File: config.mk
export PLATFORM = sky130hd
export DESIGN_NAME = pipe_bin_decoder_flat
export DESIGN_NICKNAME = d
export VERILOG_FILES = /design/src/rtl/pipe_bin_decoder_pkg.sv /design/src/rtl/pipe_bin_decoder_if.sv /design/src/rtl/pipe_bin_decoder_skid_buf.sv /design/src/rtl/pipe_bin_decoder.sv /design/src/flat_wrapper.sv
export SDC_FILE = /design/constraint.sdc
export NUM_CORES = 1
export LEC_CHECK = 0
export ABC_CLOCK_PERIOD_IN_PS = 1600
export BUFFER_PORTS_ARGS = -buffer_cell sky130_fd_sc_hd__buf_4
export CAP_MARGIN = 20
export CORE_AREA = 2 2 45 47
export CTS_BUF_LIST = sky130_fd_sc_hd__clkbuf_4 sky130_fd_sc_hd__clkbuf_8
export CTS_CLUSTER_DIAMETER = 60
export DETAILED_ROUTE_END_ITERATION = 10
export DIE_AREA = 0 0 47 49
export HOLD_SLACK_MARGIN = 0.06
export PLACE_DENSITY = 0.62
export SLEW_MARGIN = 5
export SYNTH_ARGS = -nofsm -noshare
export SYNTH_HDL_FRONTEND = slang
export SYNTH_SLANG_ARGS = --single-unit
File: constraint.sdc
create_clock -name clk -period 1.6 [get_ports clk]
set_input_delay 0.32 -clock clk [delete_from_list [all_inputs] [get_ports clk]]
set_output_delay 0.32 -clock clk [all_outputs]
set_load 0.03 [all_outputs]
File: src/rtl/pipe_bin_decoder_pkg.sv
// Shared types and decode helper for the pipelined binary-to-one-hot decoder.
package pbd_pkg;

   localparam int PBD_MAX_IN_W  = 8;
   localparam int PBD_MAX_OUT_W = 1 << PBD_MAX_IN_W;

   typedef enum logic [1:0] {
      PBD_EMPTY,
      PBD_ONE,
      PBD_FULL
   } pbd_state_e;

   typedef struct packed {
      logic                     err;
      logic [PBD_MAX_OUT_W-1:0] word;
   } pbd_dec_t;

   // Codes at or above out_w are unmapped: all-zero word plus the error flag.
   function automatic pbd_dec_t onehot_dec(input logic [PBD_MAX_IN_W-1:0] code,
                                           input int unsigned out_w);
      pbd_dec_t res;
      res.err  = 1'b0;
      res.word = '0;
      if ({24'd0, code} < out_w) begin
         res.word[code] = 1'b1;
      end else begin
         res.err = 1'b1;
      end
      return res;
   endfunction

endpackage

File: src/rtl/pipe_bin_decoder_if.sv
// Handshake bundle for pipe_bin_decoder: code in on one side, one-hot word out on the other.
interface pipe_bin_decoder_if #(
   parameter int IN_W  = 2,
   parameter int OUT_W = 4
);

   logic             in_valid;
   logic             in_ready;
   logic [IN_W-1:0]  in_code;
   logic             out_valid;
   logic             out_ready;
   logic [OUT_W-1:0] out_onehot;
   logic             out_err;

   modport master (
      output in_valid, in_code, out_ready,
      input  in_ready, out_valid, out_onehot, out_err
   );

   modport slave (
      input  in_valid, in_code, out_ready,
      output in_ready, out_valid, out_onehot, out_err
   );

endinterface

File: src/rtl/pipe_bin_decoder_skid_buf.sv
// Generic 2-entry valid/ready skid buffer; every output comes straight from a flop.
module pbd_skid_buf
   import pbd_pkg::*;
#(
   parameter int DATA_W = 5
) (
   input  logic              clk,
   input  logic              reset,
   input  logic              in_valid,
   output logic              in_ready,
   input  logic [DATA_W-1:0] in_data,
   output logic              out_valid,
   input  logic              out_ready,
   output logic [DATA_W-1:0] out_data
);

   pbd_state_e        state_q, state_d;
   logic [DATA_W-1:0] main_q, main_d;
   logic [DATA_W-1:0] skid_q, skid_d;
   logic              in_ready_q, in_ready_d;
   logic              out_valid_q, out_valid_d;
   logic              accept;
   logic              take;

   assign accept = in_valid && in_ready_q;
   assign take   = out_valid_q && out_ready;

   always_comb begin
      state_d = state_q;
      main_d  = main_q;
      skid_d  = skid_q;
      case (state_q)
         PBD_EMPTY: begin
            if (accept) begin
               main_d  = in_data;
               state_d = PBD_ONE;
            end
         end
         PBD_ONE: begin
            if (accept && take) begin
               main_d = in_data;
            end else if (accept) begin
               skid_d  = in_data;
               state_d = PBD_FULL;
            end else if (take) begin
               state_d = PBD_EMPTY;
            end
         end
         PBD_FULL: begin
            if (take) begin
               main_d  = skid_q;
               state_d = PBD_ONE;
            end
         end
         default: state_d = PBD_EMPTY;
      endcase
      // Ready/valid are registered from the next state so neither depends on out_ready.
      in_ready_d  = (state_d != PBD_FULL);
      out_valid_d = (state_d != PBD_EMPTY);
   end

   always_ff @(posedge clk) begin
      if (reset) begin
         state_q     <= PBD_EMPTY;
         main_q      <= '0;
         skid_q      <= '0;
         in_ready_q  <= 1'b0;
         out_valid_q <= 1'b0;
      end else begin
         state_q     <= state_d;
         main_q      <= main_d;
         skid_q      <= skid_d;
         in_ready_q  <= in_ready_d;
         out_valid_q <= out_valid_d;
      end
   end

   assign in_ready  = in_ready_q;
   assign out_valid = out_valid_q;
   assign out_data  = main_q;

endmodule

File: src/rtl/pipe_bin_decoder.sv
// Registered binary-to-one-hot decoder with skid buffering and unmapped-code flag.
// Optional saturating error counter on port err_cnt, enabled by PBD_ERRCNT_EN.
module pipe_bin_decoder
   import pbd_pkg::*;
#(
   parameter int IN_W     = 2,
   parameter int OUT_W    = 4,
   parameter int ERRCNT_W = 8
) (
   input  logic                clk,
   input  logic                reset,
   pipe_bin_decoder_if.slave   bus
`ifdef PBD_ERRCNT_EN
   ,
   output logic [ERRCNT_W-1:0] err_cnt
`endif
);

   logic [PBD_MAX_IN_W-1:0] code_ext;
   pbd_dec_t                dec;
   logic                    dec_err;
   logic [OUT_W:0]          skid_in;
   logic [OUT_W:0]          skid_out;

   assign code_ext = PBD_MAX_IN_W'(bus.in_code[IN_W-1:0]);
   assign dec      = onehot_dec(code_ext, OUT_W);
   // Any bit set above OUT_W also counts as unmapped, so the full word is consumed.
   assign dec_err  = dec.err || ((dec.word >> OUT_W) != '0);
   assign skid_in  = {dec_err, dec.word[OUT_W-1:0]};

   pbd_skid_buf #(
      .DATA_W (OUT_W + 1)
   ) u_skid (
      .clk       (clk),
      .reset     (reset),
      .in_valid  (bus.in_valid),
      .in_ready  (bus.in_ready),
      .in_data   (skid_in),
      .out_valid (bus.out_valid),
      .out_ready (bus.out_ready),
      .out_data  (skid_out)
   );

   assign bus.out_onehot = skid_out[OUT_W-1:0];
   assign bus.out_err    = skid_out[OUT_W];

`ifdef PBD_ERRCNT_EN
   logic [ERRCNT_W-1:0] err_cnt_q, err_cnt_d;

   always_comb begin
      err_cnt_d = err_cnt_q;
      if (bus.out_valid && bus.out_ready && bus.out_err && (err_cnt_q != '1)) begin
         err_cnt_d = err_cnt_q + 1'b1;
      end
   end

   always_ff @(posedge clk) begin
      if (reset) begin
         err_cnt_q <= '0;
      end else begin
         err_cnt_q <= err_cnt_d;
      end
   end

   assign err_cnt = err_cnt_q;
`endif

endmodule

File: src/flat_wrapper.sv
// flat-port wrapper written by rule: the top's interface ports become plain ports
module pipe_bin_decoder_flat import pbd_pkg::*;
#(
   parameter int IN_W     = 2,
   parameter int OUT_W    = 4,
   parameter int ERRCNT_W = 8
)
  (clk, reset, bus_in_valid, bus_in_code, bus_out_ready, bus_in_ready, bus_out_valid, bus_out_onehot, bus_out_err);
  pipe_bin_decoder_if #(.IN_W(IN_W), .OUT_W(OUT_W)) bus_i ();
  input  logic clk;
  input  logic reset;
  input wire logic [$bits(bus_i.in_valid)-1:0] bus_in_valid;
  input wire logic [$bits(bus_i.in_code)-1:0] bus_in_code;
  input wire logic [$bits(bus_i.out_ready)-1:0] bus_out_ready;
  output wire logic [$bits(bus_i.in_ready)-1:0] bus_in_ready;
  output wire logic [$bits(bus_i.out_valid)-1:0] bus_out_valid;
  output wire logic [$bits(bus_i.out_onehot)-1:0] bus_out_onehot;
  output wire logic [$bits(bus_i.out_err)-1:0] bus_out_err;
  assign bus_i.in_valid = bus_in_valid;
  assign bus_i.in_code = bus_in_code;
  assign bus_i.out_ready = bus_out_ready;
  assign bus_in_ready = bus_i.in_ready;
  assign bus_out_valid = bus_i.out_valid;
  assign bus_out_onehot = bus_i.out_onehot;
  assign bus_out_err = bus_i.out_err;
  pipe_bin_decoder #(.IN_W(IN_W), .OUT_W(OUT_W), .ERRCNT_W(ERRCNT_W)) u_core (.clk(clk), .reset(reset), .bus(bus_i));
endmodule
# [Yosys cells after proc, flatten, opt, wreduce, memory -nomap -nowiden]
# Index checks and enable logic that the tools add are counted.
[classes] eq_ne=6 n_mux=14 n_reduce_logical=11 n_bitwise=1 magnitude_cmp=3
[op_table] op="$reduce_bool A256 Y1 const A" count=1
[op_table] op="$mux W5" count=3
[op_table] op="$pmux W5 S3" count=1
[op_table] op="$mux W2" count=5
[op_table] op="$lt A2 B9 Y1 const B" count=1
[op_table] op="$ne A2 B2 Y1 const B" count=4
[op_table] op="$pmux W2 S3" count=1
[op_table] op="$logic_and A1 B1 Y1" count=4
[op_table] op="$mux W4" count=1
[op_table] op="$reduce_and A4 Y1" count=1
[op_table] op="$lt A2 B3 Y1 const B" count=1
[op_table] op="$reduce_and A3 Y1" count=1
[op_table] op="$reduce_bool A3 Y1" count=1
[op_table] op="$demux W1 S2" count=1
[op_table] op="$eq A2 B1 Y1 const B" count=1
[op_table] op="$eq A2 B2 Y1 const B" count=1
[op_table] op="$ge A2 B1 Y1 const B" count=1
[op_table] op="$logic_not A2 Y1" count=1
[op_table] op="$mux W1" count=2
[op_table] op="$reduce_bool A2 Y1" count=1
[op_table] op="$logic_or A1 B1 Y1" count=1
[op_table] op="$not A1 Y1" count=1
[word_totals] input_bits=6 ff_bits=14 output_inout_bits=7

# [Logic depth before layout (Yosys ltp)]
[logic_depth] depth_word=7 mapped_depth=4 ltp_nobuf=3

# [Cells and area by module]
# From an unflattened synthesis, not the netlist that was laid out.
[unflattened] cells_unflattened=72 area_unflattened_um2=690.7
[modules_own_cells] module="pbd_skid_buf" cells_per_inst=67 area_each_um2=660.6 instances=1
[modules_own_cells] module="pipe_bin_decoder" cells_per_inst=5 area_each_um2=30.0 instances=1

# [Worst setup path after synthesis]
# Ideal clock, no wire load.
[synth_timing] path_kind="register to register" startpoint="register u_core.u_skid.in_ready_q (netlist: u_core.u_skid.in_ready)" endpoint="register u_core.u_skid.main_q[0] (netlist: u_core.u_skid.out_data[0])" setup_time_ns=0.086 path_stages_with_launch=5 required_time_ns=1.514 path_slack_ns=0.349 arrival_ns=1.165 cell_sequence="dfxtp_1 > and3b_2 > buf_6 > a21o_1 > a211oi_1"
[synth_between] elab_chain_len=4
[synth_lines] item="start, declared" line="pipe_bin_decoder_skid_buf.sv:20" text="logic in_ready_q, in_ready_d;"
[synth_lines] item="start signal, assigned" line="pipe_bin_decoder_skid_buf.sv:73" text="in_ready_q <= in_ready_d;"
[synth_lines] item="$logic_and A1 B1 Y1 *" line="pipe_bin_decoder_skid_buf.sv:25" text="assign accept = in_valid && in_ready_q;"
[synth_lines] item="$logic_and A1 B1 Y1" line="pipe_bin_decoder_skid_buf.sv:40" text="if (accept && take) begin"
[synth_lines] item="$ne A2 B2 Y1 (no source line)"
[synth_lines] item="$reduce_and A4 Y1 (no source line) *"
[synth_lines] item="end signal, assigned" line="pipe_bin_decoder_skid_buf.sv:71" text="main_q <= main_d;"
[synth_lines] item="end, declared" line="pipe_bin_decoder_skid_buf.sv:18" text="logic [DATA_W-1:0] main_q, main_d;"
# Mark *: on every way between the ends. The rest lies on a longest branch, timed or not.
# A chain may end at the register's enable or synchronous reset.

# [Worst setup path in the final report]
[layout_timing] startpoint="register u_core.u_skid.state_q[0]" endpoint="register u_core.u_skid.main_q[1] (netlist: u_core.u_skid.out_data[1])"
[layout_between] elab_chain_len=3
[layout_lines] item="start, declared" line="pipe_bin_decoder_skid_buf.sv:17" text="pbd_state_e state_q, state_d;"
[layout_lines] item="start signal, assigned" line="pipe_bin_decoder_skid_buf.sv:70" text="state_q <= state_d;"
[layout_lines] item="$eq A2 B1 Y1 (tied with other cells)" line="pipe_bin_decoder_skid_buf.sv:32" text="case (state_q)"
[layout_lines] item="$ne A2 B2 Y1 (no source line) or $reduce_bool A3 Y1 (tied branches)"
[layout_lines] item="$reduce_and A4 Y1 (no source line)"
# Several ways; a longest one is shown, not always the timed one.

==> results.sh <==
export IMPL_synth_edff_count=0
export IMPL_routedWlPerCell_um=11.5
export IMPL_synth_area_leaders="dfxtp_1 (39%), a211oi_1 (8.6%), a21oi_1 (4.9%)"
export IMPL_drt_initial_drc_count=5
export IMPL_fin_skew_ns=0.00582
export IMPL_synthCells=65
export IMPL_syn_nets=71
export IMPL_grt_usage_pct=12.0
export IMPL_cts_root_buf="clkbuf_4"
export IMPL_crit_family="compound AO/OA/AOI/OAI gates"
export IMPL_die_width_um=47
export IMPL_final_antenna_net_count=0
export IMPL_cts_htree_levels=1
export IMPL_cp_slowest_cell="dfxtp_1"
export IMPL_drt_total_wl_um=1180
export IMPL_drv_cap=0
export IMPL_die_area_sq_um=2300
export IMPL_finalPower_uw=711
export IMPL_synthFlopType="dfxtp_1"
export IMPL_post_route_period_util_pct=76.7
export IMPL_power_leakage_nw=0.305
export IMPL_drive_above_1_share_pct=25.3
export IMPL_arrival_ns=1.43
export IMPL_path_clk_slew_ns=0.08
export IMPL_ios=13
export IMPL_synth_most_common_cell="dfxtp_1"
export IMPL_numCtsBuffers=3
export IMPL_max_freq_mhz=815
export IMPL_hold_viol=0
export IMPL_yosys_top_cells_count="dfxtp_1 (12), a211oi_1 (7), a21oi_1 (6), o21ai_0 (4)"
export IMPL_cts_setup_buffers=0
export IMPL_die_y_um=49
export IMPL_cts_sinks=12
export IMPL_totalNegativeSetupSlack_ns=0
export IMPL_num_vias=489
export IMPL_cts_buffer_depth=2
export IMPL_startpoint_type="flip-flop"
export IMPL_start_util_pct=33.3
export IMPL_fillerInstances=186
export IMPL_cts_hold_repair_buffers=0
export IMPL_endpoint_kind="flip-flop"
export IMPL_grt_start_max_net_pins=14
export IMPL_gp_routability_congestion=0.806
export IMPL_path_buf_inv=0
export IMPL_drv_slew=0
export IMPL_rsz0062_at_grt="no"
export IMPL_antenna_found_initial=0
export IMPL_synth_seq_area_share_pct=39.2
export IMPL_cts_tree="done"
export IMPL_io_buffers=11
export IMPL_ys_seq_elements=12
export IMPL_finalSetupViolCount=0
export IMPL_worstPathRequired_ns=1.80
export IMPL_gr_total_overflow=0
export IMPL_crit_path_max_fanout=7
export IMPL_ys_warnings_count=0
export IMPL_irDropWorstVdd_mv=0.504
export IMPL_synth_top_cell_by_area="dfxtp_1"
export IMPL_post_cts_resized=0
export IMPL_nNetsFinal=82
export IMPL_powerDensity_nw_per_um2=985
export IMPL_syn_area_sq_um=613
export IMPL_drtPass1Iterations=2
export IMPL_clkLatencyLatePin_ns=0.28
export IMPL_outcome="finished clean"
export IMPL_grt_pass1_vias=465
export IMPL_num_rows=16
export IMPL_drc=0
export IMPL_grt_pass1_wl_um=2010
export IMPL_synth_cell_types=28
export IMPL_core_area_sq_um=1840
export IMPL_crit_type="flip-flop to flip-flop"
export IMPL_diodes=0
export IMPL_hpwl_um=886
export IMPL_hold_path_class="input pin to flip-flop"
export IMPL_async_flop_share_pct=0
export IMPL_critPathMaxStageDelay_ns=0.41
export IMPL_area_growth_pct=17.8
export IMPL_crit_chain="a21bo_1 -> a21o_1 -> a211oi_1"
export IMPL_layout_min_cycle_time_ns=1.23
export IMPL_avgSynthCellArea_sq_um=9.43
export IMPL_vias_per_cell=4.79
export IMPL_yosysTopAreaCellShare_pct=39.2
-- per-layer routing --
layer	GRT usage (%)	part of all wire, %	up-vias
li1	-	-	256
met1	16.6	50	217
met2	16.2	43	11
met3	3.33	4.0	5
met4	6.94	2.9	0
met5	0	0	-
-- stage by stage --
| stage | utilization [%] | instance area [sq um] | std cells | hold WS, ns | setup slack (ns) |
|---|---|---|---|---|---|
| after global placement | 37.2 | 686 | 98 | 0.461 | 0.373 |
| after CTS | 39.2 | 722 | 102 | 0.306 | 0.365 |
| after global routing | 39.2 | 722 | 102 | 0.307 | 0.240 |
| after floorplan | - | 613 | 65 | 0.392 | 0.349 |
| after detailed placement | 37.2 | 686 | 98 | 0.469 | 0.366 |
| final | 39.2 | 722 | 102 | 0.314 | 0.373 |
-- where the power goes --
group / switching [mW] / internal (mW)
registers: 0.0143 / 0.317
clock network: 0.103 / 0.138
logic: 0.0789 / 0.0599
total: 0.196 / 0.515
-- area by class of cell --
type                       instances  area [sq um]  area share (%)
inverter                           1          3.75           0.520
sequential                        12           240            33.3
multi-input combinational         46           318            44.0
tap                               27          33.8            4.68
clock buffer                       4          36.3            5.03
timing repair buffer              12          90.1            12.5
-- cells by family (layout without fill, tap and decap cells) --
family / after synthesis / after routing / share of synthesized area [%]
and+or+nand+nor: 18 / 18 / 18.4
DFF: 12 / 12 / 39.2
xor gates and xnor gates: 1 / 1 / 1.43
muxes: 4 / 4 / 7.35
AOI/OAI and AO/OA: 22 / 22 / 24.1
other: 1 / 1 / 0.612
buffers and inverters: 7 / 17 / 8.98
-- worst reg2reg max path, stage by stage, from the launching register on --
cell,delay (ns)
dfxtp_1,0.41
a21bo_1,0.31
a21o_1,0.23
a211oi_1,0.20
-- state kept, by name, indices dropped and copies added, names as in the netlist --
| register | flops |
|---|---|
| u_core.u_skid.skid_q | 4 |
| u_core.u_skid.in_ready | 1 |
| u_core.u_skid.out_data | 4 |
| u_core.u_skid.state_q | 2 |
| u_core.u_skid.out_valid | 1 |
-- path summary, 6_finish.rpt --
check / cells past startpoint / endpoint / start / slack [ns]
setup reg to reg: 3 / u_core.u_skid.out_data[1] / u_core.u_skid.state_q[0] / 0.37
hold / removal: 2 / u_core.u_skid.out_data[3] / reset / 0.31
hold reg to reg: 2 / u_core.u_skid.skid_q[3] / u_core.u_skid.skid_q[3] / 0.48
setup / recovery: 3 / u_core.u_skid.out_data[1] / u_core.u_skid.state_q[0] / 0.37
-- layout by cell type, fill, tap and decap left out, drive strengths merged --
master / Yosys / final
or3: 1 / 1
a21o: 2 / 2
dfxtp: 12 / 12
conb: 1 / 1
o31ai: 1 / 1
o21ai: 4 / 4
a211oi: 8 / 8
and2: 1 / 1
inv: 1 / 1
a21bo: 1 / 1
nand2: 3 / 3
and4b: 1 / 1
mux2i: 3 / 3
nor2b: 1 / 1
a21oi: 6 / 6
buf: 4 / 12
and2b: 2 / 2
and3b: 1 / 1
nand4b: 1 / 1
xnor2: 1 / 1
mux2: 1 / 1
nand2b: 2 / 2
nand4: 3 / 3
clkbuf: 1 / 4
nor2: 2 / 2
No activity file was read; power rests on OpenSTA's default activity.
